===== src/rtl/writeback_unit.sv =====
// Register-file writeback: arbitrates single-cycle ALU results against a 2-deep
// mul/div result FIFO, and keeps a pending-write scoreboard for decode stalls.
module writeback_unit (
   input  logic        clk,
   input  logic        rst,
   input  logic        alu_valid,
   input  logic [4:0]  alu_addr,
   input  logic [31:0] alu_data,
   output logic        alu_ready,
   input  logic        md_valid,
   input  logic [4:0]  md_addr,
   input  logic [31:0] md_data,
   output logic        md_ready,
   input  logic        iss_valid,
   input  logic [4:0]  iss_addr,
   output logic        iss_ready,
   input  logic [4:0]  rAddr1,
   input  logic [4:0]  rAddr2,
   output logic        stall,
   output logic        WriteReg,
   output logic [4:0]  wAddr,
   output logic [31:0] wData,
   output logic [1:0]  fifo_count
);

   logic [1:0][4:0]  fifo_addr_q, fifo_addr_d;
   logic [1:0][31:0] fifo_data_q, fifo_data_d;
   logic             rd_ptr_q, rd_ptr_d;
   logic [1:0]       count_q, count_d;
   logic [1:0]       starve_q, starve_d;
   logic [31:1]      pend_q, pend_d;
   logic             write_reg_q, write_reg_d;
   logic [4:0]       waddr_q, waddr_d;
   logic [31:0]      wdata_q, wdata_d;
   logic             md_src_q, md_src_d;

   logic             fifo_ne;
   logic             starved;
   logic             pop;
   logic             push;
   logic             wr_idx;
   logic [4:0]       head_addr;
   logic [31:0]      head_data;

   // Register 0 is never reserved, so its lookup is forced to zero.
   function automatic logic pend_at(input logic [31:1] pend, input logic [4:0] a);
      pend_at = (a != 5'd0) ? pend[a] : 1'b0;
   endfunction

   assign fifo_ne   = (count_q != 2'd0);
   assign starved   = (starve_q == 2'd3);
   assign pop       = fifo_ne & (~alu_valid | starved);
   assign alu_ready = alu_valid & ~starved;
   assign md_ready  = (count_q < 2'd2);
   assign push      = md_valid & md_ready;
   assign wr_idx    = rd_ptr_q ^ count_q[0];
   assign head_addr = fifo_addr_q[rd_ptr_q];
   assign head_data = fifo_data_q[rd_ptr_q];

   assign iss_ready  = ~pend_at(pend_q, iss_addr);
   assign stall      = pend_at(pend_q, rAddr1) | pend_at(pend_q, rAddr2);
   assign WriteReg   = write_reg_q;
   assign wAddr      = waddr_q;
   assign wData      = wdata_q;
   assign fifo_count = count_q;

   always_comb begin
      fifo_addr_d = fifo_addr_q;
      fifo_data_d = fifo_data_q;
      rd_ptr_d    = rd_ptr_q;
      count_d     = count_q;
      starve_d    = 2'd0;
      pend_d      = pend_q;
      write_reg_d = 1'b0;
      waddr_d     = waddr_q;
      wdata_d     = wdata_q;
      md_src_d    = 1'b0;

      if (push) begin
         fifo_addr_d[wr_idx] = md_addr;
         fifo_data_d[wr_idx] = md_data;
      end
      if (pop) begin
         rd_ptr_d = ~rd_ptr_q;
      end
      if (push && !pop) begin
         count_d = count_q + 2'd1;
      end else if (pop && !push) begin
         count_d = count_q - 2'd1;
      end

      // A non-empty FIFO that did not pop was blocked by the ALU this cycle.
      if (fifo_ne && !pop) begin
         starve_d = starve_q + 2'd1;
      end

      if (pop) begin
         write_reg_d = (head_addr != 5'd0);
         waddr_d     = head_addr;
         wdata_d     = head_data;
         md_src_d    = 1'b1;
      end else if (alu_ready) begin
         write_reg_d = (alu_addr != 5'd0);
         waddr_d     = alu_addr;
         wdata_d     = alu_data;
      end

      // Retire on the edge that ends the visible write; a new reservation wins.
      if (write_reg_q && md_src_q && (waddr_q != 5'd0)) begin
         pend_d[waddr_q] = 1'b0;
      end
      if (iss_valid && iss_ready && (iss_addr != 5'd0)) begin
         pend_d[iss_addr] = 1'b1;
      end
   end

   always_ff @(posedge clk or negedge rst) begin
      if (!rst) begin
         fifo_addr_q <= '0;
         fifo_data_q <= '0;
         rd_ptr_q    <= 1'b0;
         count_q     <= 2'd0;
         starve_q    <= 2'd0;
         pend_q      <= '0;
         write_reg_q <= 1'b0;
         waddr_q     <= 5'd0;
         wdata_q     <= 32'd0;
         md_src_q    <= 1'b0;
      end else begin
         fifo_addr_q <= fifo_addr_d;
         fifo_data_q <= fifo_data_d;
         rd_ptr_q    <= rd_ptr_d;
         count_q     <= count_d;
         starve_q    <= starve_d;
         pend_q      <= pend_d;
         write_reg_q <= write_reg_d;
         waddr_q     <= waddr_d;
         wdata_q     <= wdata_d;
         md_src_q    <= md_src_d;
      end
   end

endmodule

===== config.mk =====
export PLATFORM = sky130hd
export DESIGN_NAME = writeback_unit
export DESIGN_NICKNAME = d
export VERILOG_FILES = /design/src/rtl/writeback_unit.sv
export SDC_FILE = /design/constraint.sdc
export NUM_CORES = 1
export LEC_CHECK = 0
export ABC_CLOCK_PERIOD_IN_PS = 3300
export BUFFER_PORTS_ARGS = -buffer_cell sky130_fd_sc_hd__buf_2
export CAP_MARGIN = 20
export CELL_PAD_IN_SITES_DETAIL_PLACEMENT = 0
export CELL_PAD_IN_SITES_GLOBAL_PLACEMENT = 1
export CORE_MARGIN = 8
export CORE_UTILIZATION = 47
export CTS_CLUSTER_DIAMETER = 100
export DETAILED_ROUTE_END_ITERATION = 6
export GPL_TIMING_DRIVEN = 0
export PLACE_DENSITY = 0.84
export SYNTH_ARGS = -nofsm -noshare
export SYNTH_HDL_FRONTEND = slang
export SYNTH_SLANG_ARGS = --single-unit
export TNS_END_PERCENT = 100

===== constraint.sdc =====
create_clock -name clk -period 3.3 [get_ports clk]
set_clock_uncertainty 0.2 [all_clocks]
set_input_delay 0.165 -clock clk [delete_from_list [all_inputs] [get_ports clk]]
set_output_delay 0.165 -clock clk [all_outputs]
set_load 0.01 [all_outputs]

==> results of run 1 <==
==> worst max path at each step <==
stage	to	cells past startpoint	slack (ps)
after floorplan	iss_ready	3	1340
after global placement	pend_q[8]	1	-170
after detailed placement	iss_ready	6	920
after CTS	iss_ready	4	650
after global routing	iss_ready	4	580
final	iss_ready	4	670
==> repair_timing <==
action / 4_1_cts / 5_1_grt
buffers inserted: 0 / 0
hold buffers: 78 / 0
hold endpoints to repair: 174 / 0
==> synth_stat cells, drive strengths merged (2+ instances only) <==
library cell	count
or4b	4
nor2b	2
nand4	3
nor3b	4
or3	3
nor2	48
xnor2	4
nor3	3
mux4	23
nand3b	6
mux2i	47
a21oi	43
clkbuf	24
ha	2
or2	2
nand2	47
nand2b	3
buf	17
inv	3
or3b	2
nand3	3
o21ai	99
dfrtp	149
mux2	75
o211ai	2
==> cells by family after synthesis <==
family                   count (synthesis)  share of synthesized area (%)
AND/OR/NAND/NOR                        134                           8.86
XOR/XNOR                                 5                          0.607
multiplexers                           145                           25.6
flip-flops                             149                           51.7
buffers and inverters                   44                           2.64
AO/OA/AOI/OAI                          146                           10.2
adder cells (fa/ha/maj)                  2                          0.347
==> registers in the layout (all words and copies together) (netlist names) <==
| register | flops |
|---|---|
| rd_ptr_q | 1 |
| fifo_data_q | 64 |
| wAddr | 5 |
| starve_q | 2 |
| WriteReg | 1 |
| md_src_q | 1 |
| wData | 32 |
| pend_q | 31 |
| fifo_addr_q | 10 |
| fifo_count | 2 |
==> layer usage <==
| layer | global-route usage, % | share of wire [%] | vias up |
|---|---|---|---|
| li1 | - | - | 2723 |
| met1 | 24.8 | 41 | 2923 |
| met2 | 37.6 | 51 | 198 |
| met3 | 5.47 | 6.2 | 33 |
| met4 | 8.86 | 2.0 | 0 |
| met5 | 0 | 0 | - |
==> cell type report <==
type	count	area, um2
Antenna cell	1	2.50
Inverter	3	11.3
Timing Repair Buffer	210	1470
Clock buffer	21	470
Tap cell	188	235
Clock inverter	11	124
Buffer	41	179
Multi-Input combinational cell	432	3300
Sequential cell	149	3730
Fill cell	1228	5570
==> power by group through the flow <==
| stage | logic (W) | clock network [W] | registers, W |
|---|---|---|---|
| after detailed placement | 0.00339 | 0 | 0.00335 |
| after global placement | 0.00330 | 0 | 0.00327 |
| after floorplan | 0.00235 | 0 | 0.00327 |
| after global routing | 0.00387 | 0.00205 | 0.00345 |
| final | 0.00348 | 0.00194 | 0.00333 |
| after CTS | 0.00349 | 0.00197 | 0.00333 |
==> tightest hold or removal path: cells and delay by family <==
| family | cells | cell delay (ps) |
|---|---|---|
| buf+inv | 2 | 260 |
| simple gates | 2 | 180 |
==> cells in the final DEF (no fill, tap or decap), types with 11 or more instances in the layout <==
cell type,count
mux2_2,75
mux4_2,19
clkbuf_16,17
nand2_1,47
o21ai_1,11
clkbuf_1,25
nor2_1,48
mux2i_1,47
dfrtp_1,149
a21oi_1,43
o21ai_0,88
buf_2,144
dlygate4sd3_1,78
==> through the flow <==
step                cell area (um2)  setup slack [ps]
finish                         9520               673
global route                   9520               580
CTS                            9510               653
detailed placement             8140               918
global placement               8110              -167
floorplan                      7210              1340
==> results.yml, run 1 <==
outcome:
  run_status: "completed"
setup_path:
  critPathMaxStageDelay_ps: 540
  worst-r2r-setup-slack_ps: 1020
  cp-startpoint: "pend_q[6]"
  cp.required_ps: 2930
  slowest_stage: "mux4_1"
  timing_worst_setup_path_type: "reg2out"
  cp_cell_sequence: "mux4_1, mux4_1, mux2i_1, buf_2"
  critical_path.max_fanout: 4
  critical_path.top_delay_family: "multiplexers"
  timing.critical_path.buf_inv: 1
  cp-end-kind: "primary output"
  timing.reg2reg.worst_path_depth: 7
  reg2reg_to: "wData[3]"
  rr_startpoint: "starve_q[0]"
  kind_of_start_point_of_the_critical_path: "register"
  timing.critical_path.arrival_ps: 2260
  cpMostUsedCell: "mux4_1"
clock_tree:
  clkSinkCount: 149
  htree_levels: 4
  insertion_delay_ps: 420
  clock-root-buffer: "clkbuf_16"
  clk_pin_slew_ps: 60
  ctsLongestPathBuffers: 2
  tritoncts_clock_tree: "built"
  ctsResizeCount: 0
  cts-buffers-inserted: 17
drt:
  drt.antenna.violating_nets: 0
  avgViaCountPerCell: 5.57
  final_wirelength_um: 20100
  route.vias.total: 5877
  drt-wirelength-per-cell_um: 19.0
  first_pass_iters: 5
  drt_first_iter_violations: 400
  post-route-drc-count: 0
place:
  buffer_ports.inserted: 131
  placed_cells_incl_taps: 945
  placer_congestion: 0.904
  place.detailed.hpwl_um: 13900
finish:
  post_layout_nonfiller_instances: 1056
  syn_to_final_growth_pct: 31.9
  post_route_cells_drive_above_1_share_pct: 31.8
  fin_nets: 950
  layout.core_utilization_pct: 63.1
synth:
  post_synth_net_total: 721
  mappedNetlistArea_um2: 7210
  synth_top_cells_by_area: "dfrtp_1 (52%), mux2_2 (12%), mux2i_1 (6.5%)"
  synthArstFlopShare_pct: 100
  ys_seq_area_share_pct: 51.7
  synth_top_flop_cell: "dfrtp_1"
  avgSynthCellArea_um2: 11.5
  ys_types: 39
  synth_warnings: 0
  netlist_instances: 625
  synth-edff-count: 0
  synth_top_area_share_pct: 51.7
  most_area_hungry_cell_type_in_the_yosys_netlist: "dfrtp_1"
  ys_ff_latch: 149
timing:
  timing.final.setup_violations: 0
  post-route-period-util_pct: 79.6
  actual_slew_at_the_worst_max_slew_pin_ps: 564
  slew_headroom_pct: 62.4
  final-max-slew-violation-count: 0
  finalCriticalPeriod_ps: 2630
  timing.fmax_mhz: 381
  hold_slack_ps: 42.2
  hold_viol_final: 0
  post_route_setup_tns_ps: 0
  setup_repair_after_global_routing_missed_its_margin: "no"
flow_run:
  drv_cap: 0
grt:
  first_global_vias: 6567
  grt_start_max_net_pins: 91
  grt.total_usage_pct: 21.6
  globalRoute.totalOverflow: 0
  grt_first_pass_wirelength_um: 33600
  grt_antenna_before_repair: 1
die:
  fp-row-count: 45
  design.portCount: 138
  initial_utilization_pct: 47.8
  core_region_area_um2: 15100
  fp.dieW_um: 140
  die_area_um2: 19600
  floorplan.die.height_um: 140
pwr:
  power_share_of_the_sequential_group_pct: 38.1
  power.switching_w: 0.00311
  vdd_drop_max_mv: 0.452
  power_density_nw_per_um2: 919
  power_w: 0.00875
  power_switching_share_pct: 35.6
  leakagePower_nw: 4.19
  internal_power_w: 0.00563
  portion_of_total_power_attributed_to_combinational_logic_pct: 39.8
  p_clk_share_pct: 22.2
min_path:
  timing.hold.worst_endpoint: "md_src_q"
  holdCritPathClass: "in2reg"
  min_delay_path_depth: 4
  holdCritStartpoint: "alu_valid"
No activity file was read; power rests on OpenSTA's default activity.
==> run 2: changes to the inputs <==
ABC_CLOCK_PERIOD_IN_PS = 2200   (was 3300)
CORE_UTILIZATION = 40   (was 47)
PLACE_DENSITY = 0.76   (was 0.84)
clock period = 2.2 ns   (was 3.3 ns; I/O delays follow)
==> run 2 against run 1 <==
  * The run now ends with setup timing left
  * Core utilization shrank 9.3 points
  * Final cell count grew 4.5%
  * Sequential power grew 50%
  * Non-clock buffer count grew 9
  * Flip-flop and latch count is the same
  * Global-route usage shrank 2.9 points
  * Worst hold slack lost 3.8 ps
  * Wire length grew 0.74%
  * Count of clock-buffer cells in the layout grew 3
  * Register-to-register slack lost 890 ps
  * Critical path depth is the same
  * Cell area grew 0.84%
  * Largest cell class unchanged
  * Highest routed layer unchanged
==> results.yml, run 2 (synthesis gave the netlist of run 1 again) <==
timing:
  finalCriticalPeriod_ps: 2450
  actual_slew_at_the_worst_max_slew_pin_ps: 610
  post-route-period-util_pct: 112
  setup_repair_after_global_routing_missed_its_margin: "yes"
  hold_viol_final: 0
  finalWorstSetupSlack_ps: -254
  timing.fmax_mhz: 407
  slew_headroom_pct: 59.3
  timing.final.setup_violations: 2
  final-max-slew-violation-count: 0
finish:
  top_reg_by_flops: "fifo_data_q"
  syn_to_final_growth_pct: 33.0
  n_antenna_cell: 0
  post_route_cells_drive_above_1_share_pct: 33.4
  layout.cells.most_common_list: "dfrtp_1 (149), buf_2 (137), o21ai_0 (88)"
  layout_commonest_cell: "dfrtp_1"
  layout.filler_cells: 1536
  largest_register_ff_count: 64
  fin_nets: 959
grt:
  groute.layer.met2.usage_pct: 30.4
  grt_first_pass_wirelength_um: 33300
  grt_start_max_net_pins: 88
  grt.total_usage_pct: 18.6
  grt_antenna_before_repair: 0
  groute.layer.met3.usage_pct: 5.35
  globalRoute.totalOverflow: 0
  global_route.usage.met1_pct: 22.9
  grt.busiest_layer: "met2"
  first_global_vias: 6507
clock_tree:
  ctsLongestPathBuffers: 2
  cts-buffers-inserted: 17
  clkSinkCount: 149
  tritoncts_clock_tree: "built"
  insertion_delay_ps: 410
  clock-root-buffer: "clkbuf_16"
  clk_pin_slew_ps: 60
  htree_levels: 4
pwr:
  vdd_drop_max_mv: 0.638
  leakagePower_nw: 4.22
  power_density_nw_per_um2: 1350
  power_w: 0.0130
place:
  place.detailed.hpwl_um: 14600
  post-place-ws_ps: -172
  placer_congestion: 0.844
  buffer_ports.inserted: 131
drt:
  first_pass_iters: 5
  final_wirelength_um: 20200
  drt.antenna.violating_nets: 0
  route.vias.total: 5921
  avgViaCountPerCell: 5.37
  drt-wirelength-per-cell_um: 18.4
  post-route-drc-count: 0
  drt_first_iter_violations: 365
setup_path:
  timing.critical_path.arrival_ps: 2140
  worst-r2r-setup-slack_ps: 130
  cp-startpoint: "pend_q[31]"
  reg2reg_to: "fifo_data_q[48]"
  timing.reg2reg.worst_path_depth: 5
  cp.required_ps: 1890
  rr_startpoint: "fifo_count[1]"
  timing_worst_setup_path_type: "reg2out"
  kind_of_start_point_of_the_critical_path: "register"
  critical_path.max_fanout: 4
  cp-end-kind: "primary output"
min_path:
  holdCritPathClass: "in2async"
outcome:
  failed_checks: "setup timing"
  run_status: "finished, violations left"
die:
  fp-row-count: 49
  initial_utilization_pct: 40.4
  die_area_um2: 22600
  fp.dieW_um: 150
  core_region_area_um2: 17800
  floorplan.die.height_um: 150
  design.portCount: 138
flow_run:
  drv_cap: 0
[run 2: changes by cell type in the layout (fill, tap and decap cells not counted), sizes merged]
cell and change:
clkbuf +11, bufinv -2, clkinv -2, buf +1, clkinvlp -1, diode -1
[run 2: power by group]
| group | internal (W) | switching [W] |
|---|---|---|
| Sequential | 0.00410 | 0.000880 |
| Clock | 0.00153 | 0.00110 |
| Combinational | 0.00274 | 0.00265 |
| Total | 0.00837 | 0.00463 |
[run 2: layout make-up]
type	count	area (um2)	area share, %
tap	229	287	2.99
timing repair buffer	219	1550	16.2
multi-input combinational	432	3280	34.2
clock buffer	24	482	5.02
clock inverter	6	46.3	0.482
inverter	3	11.3	0.117
sequential	149	3730	38.9
buffer	41	209	2.18
[run 2: critical path, stage by stage (launching register included)]
cell,delay [ps]
dfrtp_1,410
mux4_2,490
mux4_2,480
mux2i_1,180
buf_2,160
[run 2: routing by layer]
metal  routed length (um)  vias to the layer above
li1                     -                     2731
met1                 8490                     2945
met5                    0                        -
met3                 1390                       33
met4                  405                        0
met2                 9960                      212
[run 2: timing repair]
item / 4_1_cts / 5_1_grt
endpoints found under the setup margin: 24 / 60
setup buffers: 7 / 2
hold buffers: 78 / 0
pin swaps: 1 / 1
gates cloned: 0 / 0
resized for setup: 12 / 15
endpoints found under the hold margin: 177 / 0
[run 2: stage by stage]
step           utilization (%)  instances  cell area (um2)  hold slack, ps  setup TNS, ps
6_report                  53.8       1103             9600            38.4           -428
5_1_grt                   53.8       1103             9600            76.4           -642
4_1_cts                   53.6       1101             9560            25.2           -453
3_5_place_dp              45.9        986             8190           -64.7          -2710
3_3_place_gp              45.7        985             8160             115        -179390
2_1_floorplan                -        625             7210            -386              0
[run 2: how the worst max path moves through the flow]
| stage | end | cells after the start |
|---|---|---|
| after floorplan | iss_ready | 3 |
| after global placement | pend_q[1] | 1 |
| after detailed placement | wData[10] | 7 |
| after CTS | iss_ready | 4 |
| after global routing | iss_ready | 4 |
| final | iss_ready | 4 |
